[config.mk]
export PLATFORM = sky130hd
export DESIGN_NAME = alu_multicycle
export DESIGN_NICKNAME = d
export VERILOG_FILES = /design/src/rtl/alu_pkg.sv /design/src/rtl/alu_multicycle_mul_div_iter.sv /design/src/rtl/alu_multicycle.sv
export SDC_FILE = /design/constraint.sdc
export NUM_CORES = 1
export LEC_CHECK = 0
export CAP_MARGIN = 20
export CORE_MARGIN = 5
export CORE_UTILIZATION = 25
export DETAILED_ROUTE_END_ITERATION = 6
export PLACE_DENSITY = 0.47
export SLEW_MARGIN = 20
export SYNTH_ARGS = -nofsm -noshare
export SYNTH_HDL_FRONTEND = slang
export SYNTH_SLANG_ARGS = --single-unit
export TNS_END_PERCENT = 100
[constraint.sdc]
create_clock -name clk -period 8.2 [get_ports clk]
set_input_delay 1.23 -clock clk [delete_from_list [all_inputs] [get_ports clk]]
set_output_delay 1.23 -clock clk [all_outputs]
set_load 0.02 [all_outputs]
[src/rtl/alu_pkg.sv]
// Shared opcodes, FSM state encoding and opcode-class helpers for the
// multicycle RV32I/RV32M execution unit.
package alu_pkg;

  localparam int unsigned OPW = 5;

  localparam logic [OPW-1:0] OP_ADD    = 5'b00000;
  localparam logic [OPW-1:0] OP_SLT    = 5'b00001;
  localparam logic [OPW-1:0] OP_SLTU   = 5'b00010;
  localparam logic [OPW-1:0] OP_XOR    = 5'b00011;
  localparam logic [OPW-1:0] OP_OR     = 5'b00100;
  localparam logic [OPW-1:0] OP_AND    = 5'b00111;
  localparam logic [OPW-1:0] OP_SLL    = 5'b01000;
  localparam logic [OPW-1:0] OP_SRL    = 5'b01001;
  localparam logic [OPW-1:0] OP_SRA    = 5'b01010;
  localparam logic [OPW-1:0] OP_SUB    = 5'b01011;
  localparam logic [OPW-1:0] OP_MUL    = 5'b10000;
  localparam logic [OPW-1:0] OP_MULH   = 5'b10001;
  localparam logic [OPW-1:0] OP_MULHSU = 5'b10010;
  localparam logic [OPW-1:0] OP_MULHU  = 5'b10011;
  localparam logic [OPW-1:0] OP_DIV    = 5'b10100;
  localparam logic [OPW-1:0] OP_DIVU   = 5'b10101;
  localparam logic [OPW-1:0] OP_REM    = 5'b10110;
  localparam logic [OPW-1:0] OP_REMU   = 5'b10111;

  typedef enum logic [1:0] {
    IDLE = 2'd0,
    MUL  = 2'd1,
    DIV  = 2'd2,
    DONE = 2'd3
  } state_e;

  function automatic logic is_mul(input logic [OPW-1:0] op);
    return op[4:2] == 3'b100;
  endfunction

  function automatic logic is_div(input logic [OPW-1:0] op);
    return op[4:2] == 3'b101;
  endfunction

endpackage

[src/rtl/alu_multicycle_mul_div_iter.sv]
// Iterative multiply (radix-2 shift-add) and restoring divide on operand
// magnitudes; sign fix-up is applied combinationally on the final step.
module mul_div_iter
  import alu_pkg::*;
#(
  parameter int unsigned XLEN = 32
) (
  input  logic            clk,
  input  logic            rst_n,
  input  logic            flush_i,
  input  logic            start_i,
  input  logic [OPW-1:0]  op_i,
  input  logic [XLEN-1:0] a_i,
  input  logic [XLEN-1:0] b_i,
  output logic            done_c,
  output logic [XLEN-1:0] result_c
);

  localparam int unsigned CW = $clog2(XLEN);

  logic            busy_q;
  logic [CW-1:0]   cnt_q;
  logic [XLEN-1:0] acc_q, acc_d;
  logic [XLEN-1:0] mq_q, mq_d;
  logic [XLEN-1:0] opb_q;
  logic            div_q, hi_q, rem_q, neg_q;

  logic            sign_a_c, sign_b_c, rem_op_c;
  logic [XLEN-1:0] mag_a_c, mag_b_c;

  // Operand sign extraction and magnitudes at start
  always_comb begin
    rem_op_c = (op_i == OP_REM) || (op_i == OP_REMU);
    sign_a_c = a_i[XLEN-1] & ((op_i == OP_MULH) || (op_i == OP_MULHSU) ||
                              (op_i == OP_DIV)  || (op_i == OP_REM));
    sign_b_c = b_i[XLEN-1] & ((op_i == OP_MULH) || (op_i == OP_DIV) ||
                              (op_i == OP_REM));
    mag_a_c  = sign_a_c ? -a_i : a_i;
    mag_b_c  = sign_b_c ? -b_i : b_i;
  end

  logic [XLEN:0]     sum_c, rsh_c, diff_c;
  logic              qbit_c;
  logic [2*XLEN-1:0] prod_c;
  logic [XLEN-1:0]   div_raw_c;

  // One iteration step; {acc,mq} holds the product or remainder/quotient
  always_comb begin
    sum_c  = {1'b0, acc_q} + (mq_q[0] ? {1'b0, opb_q} : '0);
    rsh_c  = {acc_q, mq_q[XLEN-1]};
    diff_c = rsh_c - {1'b0, opb_q};
    qbit_c = ~diff_c[XLEN];
    if (div_q) begin
      acc_d = qbit_c ? diff_c[XLEN-1:0] : rsh_c[XLEN-1:0];
      mq_d  = {mq_q[XLEN-2:0], qbit_c};
    end else begin
      acc_d = sum_c[XLEN:1];
      mq_d  = {sum_c[0], mq_q[XLEN-1:1]};
    end
    prod_c    = neg_q ? -{acc_d, mq_d} : {acc_d, mq_d};
    div_raw_c = rem_q ? acc_d : mq_d;
    div_raw_c = neg_q ? -div_raw_c : div_raw_c;
    result_c  = div_q ? div_raw_c
                      : (hi_q ? prod_c[2*XLEN-1:XLEN] : prod_c[XLEN-1:0]);
  end

  assign done_c = busy_q && (cnt_q == '0);

  always_ff @(posedge clk or negedge rst_n) begin
    if (!rst_n) begin
      busy_q <= 1'b0;
      cnt_q  <= '0;
      acc_q  <= '0;
      mq_q   <= '0;
      opb_q  <= '0;
      div_q  <= 1'b0;
      hi_q   <= 1'b0;
      rem_q  <= 1'b0;
      neg_q  <= 1'b0;
    end else if (flush_i) begin
      busy_q <= 1'b0;
      cnt_q  <= '0;
    end else if (start_i) begin
      busy_q <= 1'b1;
      cnt_q  <= CW'(XLEN - 1);
      acc_q  <= '0;
      mq_q   <= mag_a_c;
      opb_q  <= mag_b_c;
      div_q  <= is_div(op_i);
      hi_q   <= (op_i != OP_MUL);
      rem_q  <= rem_op_c;
      neg_q  <= rem_op_c ? sign_a_c : (sign_a_c ^ sign_b_c);
    end else if (busy_q) begin
      acc_q <= acc_d;
      mq_q  <= mq_d;
      if (cnt_q == '0) begin
        busy_q <= 1'b0;
      end else begin
        cnt_q <= cnt_q - CW'(1);
      end
    end
  end

endmodule

[src/rtl/alu_multicycle.sv]
// Handshaked execution unit: single-cycle base ops, iterative M-extension
// ops, registered result/flags held until the consumer takes them.
module alu_multicycle
  import alu_pkg::*;
#(
  parameter int unsigned XLEN     = 32,
  parameter bit          ENABLE_M = 1'b1
) (
  input  logic            clk,
  input  logic            rst_n,
  input  logic            flush,
  input  logic            in_valid,
  output logic            in_ready,
  input  logic [OPW-1:0]  op,
  input  logic [XLEN-1:0] a,
  input  logic [XLEN-1:0] b,
  output logic            out_valid,
  input  logic            out_ready,
  output logic [XLEN-1:0] result,
  output logic            zero_flag,
  output logic            less_flag
);

  localparam int unsigned SHW = $clog2(XLEN);

  state_e          state_q, state_d;
  logic [XLEN-1:0] result_q;
  logic            zero_q, less_q;

  logic            start_c, load_acc_c, load_iter_c;
  logic            iter_done_c;
  logic [XLEN-1:0] iter_res_c;

  logic [SHW-1:0]  shamt_c;
  logic [XLEN-1:0] base_res_c, acc_res_c, special_res_c;
  logic            base_less_c, acc_less_c;
  logic            m_op_c, div_zero_c, div_ovf_c, div_special_c, rem_op_c;

  assign shamt_c = b[SHW-1:0];

  // Single-cycle base operations; undefined codes yield 0
  always_comb begin
    base_res_c  = '0;
    base_less_c = 1'b0;
    case (op)
      OP_ADD:  base_res_c = a + b;
      OP_SUB:  base_res_c = a - b;
      OP_SLT: begin
        base_less_c = $signed(a) < $signed(b);
        base_res_c  = XLEN'(base_less_c);
      end
      OP_SLTU: begin
        base_less_c = a < b;
        base_res_c  = XLEN'(base_less_c);
      end
      OP_XOR:  base_res_c = a ^ b;
      OP_OR:   base_res_c = a | b;
      OP_AND:  base_res_c = a & b;
      OP_SLL:  base_res_c = a << shamt_c;
      OP_SRL:  base_res_c = a >> shamt_c;
      OP_SRA:  base_res_c = XLEN'($signed(a) >>> shamt_c);
      default: ;
    endcase
  end

  // Divide corner cases resolved without iterating
  always_comb begin
    m_op_c        = ENABLE_M && (is_mul(op) || is_div(op));
    rem_op_c      = (op == OP_REM) || (op == OP_REMU);
    div_zero_c    = (b == '0);
    div_ovf_c     = ((op == OP_DIV) || (op == OP_REM)) &&
                    (a == {1'b1, {(XLEN-1){1'b0}}}) && (b == '1);
    div_special_c = ENABLE_M && is_div(op) && (div_zero_c || div_ovf_c);
    if (div_zero_c) begin
      special_res_c = rem_op_c ? a : '1;
    end else begin
      special_res_c = rem_op_c ? '0 : a;
    end
    acc_res_c  = div_special_c ? special_res_c : base_res_c;
    acc_less_c = div_special_c ? 1'b0 : base_less_c;
  end

  // Next-state and datapath control
  always_comb begin
    state_d     = state_q;
    start_c     = 1'b0;
    load_acc_c  = 1'b0;
    load_iter_c = 1'b0;
    case (state_q)
      IDLE: begin
        if (in_valid) begin
          if (m_op_c && !div_special_c) begin
            start_c = 1'b1;
            state_d = is_mul(op) ? MUL : DIV;
          end else begin
            load_acc_c = 1'b1;
            state_d    = DONE;
          end
        end
      end
      MUL, DIV: begin
        if (iter_done_c) begin
          load_iter_c = 1'b1;
          state_d     = DONE;
        end
      end
      DONE: begin
        if (out_ready) state_d = IDLE;
      end
      default: state_d = IDLE;
    endcase
    if (flush) begin
      state_d     = IDLE;
      start_c     = 1'b0;
      load_acc_c  = 1'b0;
      load_iter_c = 1'b0;
    end
  end

  always_ff @(posedge clk or negedge rst_n) begin
    if (!rst_n) state_q <= IDLE;
    else        state_q <= state_d;
  end

  always_ff @(posedge clk or negedge rst_n) begin
    if (!rst_n) begin
      result_q <= '0;
      zero_q   <= 1'b0;
      less_q   <= 1'b0;
    end else if (load_acc_c) begin
      result_q <= acc_res_c;
      zero_q   <= (acc_res_c == '0);
      less_q   <= acc_less_c;
    end else if (load_iter_c) begin
      result_q <= iter_res_c;
      zero_q   <= (iter_res_c == '0);
      less_q   <= 1'b0;
    end
  end

  if (ENABLE_M) begin : g_m
    mul_div_iter #(.XLEN(XLEN)) u_iter (
      .clk      (clk),
      .rst_n    (rst_n),
      .flush_i  (flush),
      .start_i  (start_c),
      .op_i     (op),
      .a_i      (a),
      .b_i      (b),
      .done_c   (iter_done_c),
      .result_c (iter_res_c)
    );
  end else begin : g_no_m
    assign iter_done_c = 1'b0;
    assign iter_res_c  = '0;
  end

  assign in_ready  = (state_q == IDLE);
  assign out_valid = (state_q == DONE);
  assign result    = result_q;
  assign zero_flag = zero_q;
  assign less_flag = less_q;

endmodule

==> key figures, run 1 <==
Cells and area
  • Leading cell type in the layout, fill and taps excluded: nor2_1
  • Fillers: 11671
  • P&R area growth vs syn: 12.1%
  • Nets@finish: 3944
  • Ant. Diodes: 0
  • Most frequent cells in the layout: nor2_1 (427), nand2_1 (420), a21oi_1 (327)
  • Layout cells sized above 1: 0.0833

Logic synthesis
  • Post-synth top area cell: dfrtp_1
  • Yosys cell types: 105
  • Most area-consuming cells after synthesis: dfrtp_1 (13%), ha_1 (8.1%), a21oi_1 (6.2%), nor2_1 (6.1%), nand2_1 (6.0%)
  • Ys async rst share: 1.00
  • Top cell type's share of synthesized area: 0.135
  • Syn Area/Cell: 7.01 sq um
  • Sequential area share after synthesis: 0.135
  • Post-synth EDFFs: 0
  • Top_reg_cell synth: dfrtp_1
  • Cells after synthesis: 3753
  • Synthesis Warnings: 0
  • Mapped Area: 0.0263 sq mm
  • Seq cells post-synth: 142
  • Mapped Nets: 4001

Timing
  • Actual slew at the worst max-slew pin: 1060 ps
  • Fin. max-slew vios: 0
  • Worst hold slack: 505 ps
  • Final hold violation count: 0
  • Crit share post-route: 0.919
  • Final TNS setup: 0 ps
  • Minimum clock period: 7530 ps
  • F_max: 133 MHz
  • Unrepaired setup endpoints after global routing: no
  • Skew final: 22.1 ps
  • Final setup vio count: 0
  • Max-slew headroom: 0.292

Min path
  • Hold Path Class: reg -> reg

Worst setup path
  • Critical path launch point type: register
  • Slowest stage delay, CP: 700 ps
  • Worst setup EP type: register
  • Crit-path most repeated cell: a21oi_1
  • Largest fanout on the critical path: 12
  • CP Class: reg -> reg
  • Crit path DAT: 7960 ps
  • CP required: 8630 ps
  • Slowest cell on the critical path: nor4b_1

Route
  • Drt first pass iters: 6
  • Final WL: 139 mm
  • Initial DRC count: 4190
  • DR WL/cell: 27.3 um
  • Vias: 30430
  • # DRC: 0
  • ANT nets after route: 0
  • Vias per cell: 5.97

Floorplan
  • Initial core utilization: 0.251
  • Die Wd: 334 um
  • Die height: 334 um
  • Die area: 0.112 sq mm
  • Rows: 119
  • Num ports: 110
  • Core Region: 0.105 sq mm

Global route
  • Total GRT Usage: 0.239
  • First-pass GRT wire length: 202 mm
  • Number of global-route vias before repair: 28539
  • Initial antenna violation count: 7
  • Pin count of the biggest net entering global routing: 90
  • Overflow after GRT: 0

Power
  • PD cells: 321 mW/mm^2
  • Peak VDD IR: 0.224 mV
  • Static Leak: 12.0 nW

Clocking
  • Bufs on Longest Clock Path: 2
  • CTS tree: built
  • Num CTS Buffers: 17
  • Clock Sinks: 142
  • Cts repair resizes: 0
  • Clk root buf: clkbuf_16
  • Clk_lat worst skew: 510 ps
  • Clk slew on worst S/H paths: 80 ps
  • Post-CTS setup repair buffer count: 0
  • H-tree levels: 4
  • Post-CTS Hold Buffers: 0

Flow run
  • Max Cap Viol: 0

Place
  • HPWL Detailed: 109 mm
  • Buffers on Ports: 109
  • Gpl congestion: 0.987

Run status
  • Outcome: completed
## registers in the layout (all words and copies together), names as in the netlist
| register | cells |
|---|---|
| g_m.u_iter.cnt_q | 5 |
| less_flag | 1 |
| zero_flag | 1 |
| g_m.u_iter.rem_q | 1 |
| g_m.u_iter.hi_q | 1 |
| g_m.u_iter.neg_q | 1 |
| g_m.u_iter.busy_q | 1 |
| g_m.u_iter.acc_q | 32 |
| g_m.u_iter.div_q | 1 |
| state_q | 2 |
| g_m.u_iter.mq_q | 32 |
| g_m.u_iter.opb_q | 32 |
| result | 32 |
## synth_stat cells, types with 43 or more instances
cell	number
nor4_1	49
inv_1	156
mux4_2	67
nor2_1	431
a21oi_1	328
clkbuf_1	229
o31ai_1	64
xor2_1	52
ha_1	170
nor3_1	105
dfrtp_1	142
nand3_1	90
a21o_1	43
nand2_1	420
nand4_1	43
a211oi_1	57
and2_1	54
mux2i_1	76
xnor2_1	107
o21ai_0	313
a31oi_1	63
o211ai_1	55
## area by class of cell
class | instances | area (sq um) | share of cell area
clock buffers | 17 | 425 | 0.0144
clock inverters | 15 | 175 | 0.00594
inverters | 159 | 597 | 0.0202
multi-input cells | 3161 | 21100 | 0.715
flip-flops and latches | 142 | 3560 | 0.121
well taps | 1391 | 1740 | 0.0590
repair buffers | 215 | 1910 | 0.0646
## worst paths after layout
path	cells past startpoint	to	from	slack, ps
max reg2reg	28	result[30]	g_m.u_iter.mq_q[31]	670
min in group asynchronous	1	g_m.u_iter.acc_q[4]	rst_n	620
min reg2reg	2	g_m.u_iter.opb_q[19]	g_m.u_iter.opb_q[19]	500
min	2	g_m.u_iter.opb_q[19]	g_m.u_iter.opb_q[19]	500
max in group asynchronous	2	g_m.u_iter.div_q	rst_n	6200
max	28	result[30]	g_m.u_iter.mq_q[31]	670
## report_power, final
group,internal [W],switching [W]
combinational,0.00246,0.00483
clock,0.000458,0.000402
sequential,0.000928,0.000405
total,0.00384,0.00563
## cell families after synthesis
kind of cell | synth area share
DFF | 0.135
muxes | 0.0958
buffers and inverters | 0.0664
adders and majority gates | 0.0838
xor gates and xnor gates | 0.0529
and+or+nand+nor | 0.250
AOI/OAI and AO/OA | 0.316
## per-stage QoR
| step | setup WS (ps) | instances | utilization | power (W) | instance area, sq um |
|---|---|---|---|---|---|
| 2_1_floorplan | 1650 | 3753 | - | 0.00580 | 26300 |
| 3_3_place_gp | 1310 | 5068 | 0.275 | 0.00842 | 28900 |
| 3_5_place_dp | 961 | 5068 | 0.275 | 0.00837 | 28900 |
| 4_1_cts | 920 | 5100 | 0.281 | 0.00928 | 29500 |
| 5_1_grt | 374 | 5100 | 0.281 | 0.00998 | 29500 |
| 6_report | 667 | 5100 | 0.281 | 0.00948 | 29500 |
## per-layer routing
metal | track usage | up-vias | part of all wire
met5 | 0 | - | 0.000086
li1 | - | 13765 | -
met2 | 0.370 | 1623 | 0.44
met3 | 0.0369 | 259 | 0.086
met1 | 0.332 | 14781 | 0.43
met4 | 0.0940 | 2 | 0.043
## critical path: cells and delay by family, from the launching register on
family / cells / cell delay (ps)
AOI/OAI and AO/OA: 12 / 2480
adders and majority gates: 3 / 780
buffers and inverters: 1 / 170
DFF: 1 / 420
and+or+nand+nor: 12 / 3590
Note: power is estimated with default switching activity, not from simulation.
==> run 2: changes to the inputs <==
- CELL_PAD_IN_SITES_DETAIL_PLACEMENT: not set -> 1
- CELL_PAD_IN_SITES_GLOBAL_PLACEMENT: not set -> 1
- PLACE_DENSITY: 0.47 -> 0.57
==> run 2 against run 1 <==
Maximum frequency rose by 0.62%. Clock skew fell by 5.7 ps. First-iteration DRC count fell by 31%. Core utilization barely moved. Critical path depth fell by 2. Total power fell by 0.18%. Design area barely moved.
==> key figures, run 2 (same netlist as run 1, synthesis figures left out) <==
Cells and area
  • Nets@finish: 3948 (was 3944)
  • P&R area growth vs syn: 12.1% (about the same)
  • Ant. Diodes: 0 (unchanged)
  • Fillers: 12987 (was 11671)
  • Storage cell area: 0.00356 sq mm (unchanged)
  • Most frequent cells in the layout: nor2_1 (427), nand2_1 (419), a21oi_1 (327) (was nor2_1 (427), nand2_1 (420), a21oi_1 (327))
  • Layout Utilization: 0.281 (about the same)
  • Layout cells sized above 1: 0.0846 (was 0.0833)
  • Area of the multi-input gates: 0.0211 sq mm (about the same)
  • Leading cell type in the layout, fill and taps excluded: nor2_1 (unchanged)

Timing
  • Worst hold slack: 521 ps (was 505 ps)
  • F_max: 134 MHz (was 133 MHz)
  • Minimum clock period: 7490 ps (was 7530 ps)
  • Actual slew at the worst max-slew pin: 1010 ps (was 1060 ps)
  • Crit share post-route: 0.913 (was 0.919)
  • Skew final: 16.5 ps (was 22.1 ps)
  • Unrepaired setup endpoints after global routing: no (unchanged)
  • Final hold violation count: 0 (unchanged)
  • Post-route setup slack: 713 ps (was 667 ps)
  • Fin. max-slew vios: 0 (unchanged)
  • Max-slew headroom: 0.325 (was 0.292)
  • Final setup vio count: 0 (unchanged)
  • Final TNS setup: 0 ps (unchanged)

Clocking
  • CTS tree: built (unchanged)
  • H-tree levels: 4 (unchanged)
  • Clk root buf: clkbuf_16 (unchanged)
  • Num CTS Buffers: 17 (unchanged)
  • Clock Sinks: 142 (unchanged)
  • Bufs on Longest Clock Path: 2 (unchanged)
  • Cts repair resizes: 0 (unchanged)
  • Post-CTS setup repair buffer count: 0 (unchanged)
  • Post-CTS Hold Buffers: 0 (unchanged)
  • Clk_lat worst skew: 480 ps (was 510 ps)
  • Clk slew on worst S/H paths: 80 ps (about the same)

Power
  • Static Leak: 12.0 nW (about the same)
  • PD cells: 320 mW/mm^2 (was 321 mW/mm^2)
  • Clock network power share: 0.089 (was 0.091)
  • Sequential cell fraction of total power: 0.133 (was 0.141)
  • Comb pwr share: 0.778 (was 0.769)
  • Peak VDD IR: 0.154 mV (was 0.224 mV)
  • NetSw: 0.00565 W (was 0.00563 W)
  • Final total power: 0.00946 W (was 0.00948 W)
  • Sw frac: 0.598 (was 0.595)
  • P_int: 0.00381 W (was 0.00384 W)

Route
  • # DRC: 0 (unchanged)
  • Drt first pass iters: 6 (unchanged)
  • Vias: 30363 (was 30430)
  • Initial DRC count: 2903 (was 4190)
  • DR WL/cell: 28.8 um (was 27.3 um)
  • Vias per cell: 5.95 (was 5.97)
  • Final WL: 147 mm (was 139 mm)
  • ANT nets after route: 0 (unchanged)

Global route
  • GRT met3 Usage: 0.0291 (was 0.0369)
  • Met1 usage: 0.336 (was 0.332)
  • Total GRT Usage: 0.251 (was 0.239)
  • First-pass GRT wire length: 213 mm (was 202 mm)
  • Initial antenna violation count: 3 (was 7)
  • Number of global-route vias before repair: 29904 (was 28539)
  • Overflow after GRT: 0 (unchanged)
  • Met2 Use GR: 0.421 (was 0.370)
  • Grt peak-use layer: met2 (unchanged)
  • Pin count of the biggest net entering global routing: 112 (was 90)

Floorplan
  • Die Wd: 334 um (unchanged)
  • Num ports: 110 (unchanged)
  • Initial core utilization: 0.251 (unchanged)
  • Die area: 0.112 sq mm (unchanged)
  • Die height: 334 um (unchanged)
  • Core Region: 0.105 sq mm (unchanged)
  • Rows: 119 (unchanged)

Worst setup path
  • Slowest stage delay, CP: 790 ps (was 700 ps)
  • Worst setup EP type: register (unchanged)
  • End of the worst register-to-register path: zero_flag (was result[30])
  • Critical Path Start: g_m.u_iter.mq_q[31] (unchanged)
  • CP Class: reg -> reg (unchanged)
  • Reg-to-Reg Start: g_m.u_iter.mq_q[31] (unchanged)
  • Largest fanout on the critical path: 10 (was 12)
  • CP required: 8620 ps (was 8630 ps)
  • Slowest cell on the critical path: nor4_1 (was nor4b_1)
  • End of the critical path: zero_flag (was result[30])
  • Crit path DAT: 7910 ps (was 7960 ps)
  • Critical path launch point type: register (unchanged)
  • R2R Setup Slk: 710 ps (was 670 ps)
  • Reg2Reg Depth: 26 (was 28)

Place
  • Dpl ws: 810 ps (was 961 ps)
  • HPWL Detailed: 117 mm (was 109 mm)
  • Buffers on Ports: 109 (unchanged)
  • Gpl congestion: 0.960 (was 0.987)

Run status
  • Outcome: completed (unchanged)

Min path
  • Hold Path Class: reg -> reg (unchanged)

Flow run
  • Max Cap Viol: 0 (unchanged)
==> run 2: power groups by stage <==
stage	Clock, W	Combinational, W	Sequential (W)
after floorplan	0	0.00463	0.00117
after global placement	0	0.00717	0.00126
after detailed placement	0	0.00716	0.00127
after CTS	0.000852	0.00721	0.00126
after global routing	0.000878	0.00783	0.00129
final	0.000837	0.00736	0.00126
==> run 2: cell type report <==
type	instances	area share
Tap cell	1391	0.0590
Clock buffer	17	0.0144
Sequential cell	142	0.121
Timing Repair Buffer	219	0.0655
Inverter	159	0.0202
Multi-Input combinational cell	3161	0.715
Clock inverter	15	0.00543
==> run 2: metrics by stage <==
stage | cells | instance area [sq um]
floorplan | 3753 | 26300
global placement | 5071 | 28900
detailed placement | 5072 | 28900
CTS | 5104 | 29500
global route | 5104 | 29500
finish | 5104 | 29500
==> run 2: critical path, delay by kind of cell (launching register included) <==
| family | cells | cell delay (ps) |
|---|---|---|
| and+or+nand+nor | 12 | 3170 |
| buffers and inverters | 1 | 160 |
| AOI/OAI and AO/OA | 10 | 2750 |
| DFF | 1 | 390 |
| adders and majority gates | 3 | 960 |
==> run 2: layer usage <==
layer	vias to the layer above	routed length, um
li1	13762	-
met4	4	5670
met3	223	8260
met2	1076	68200
met5	-	27
met1	15298	64700
==> run 2: worst min-delay path by stage <==
stage               slack [ps]                    to  cells past startpoint                  from
floorplan                  460  g_m.u_iter.opb_q[19]                      2  g_m.u_iter.opb_q[19]
global placement           490  g_m.u_iter.opb_q[29]                      2  g_m.u_iter.opb_q[29]
detailed placement         510  g_m.u_iter.opb_q[29]                      2  g_m.u_iter.opb_q[29]
CTS                        530  g_m.u_iter.opb_q[29]                      2  g_m.u_iter.opb_q[29]
global route               550            state_q[1]                      1            state_q[1]
finish                     520  g_m.u_iter.opb_q[29]                      2  g_m.u_iter.opb_q[29]
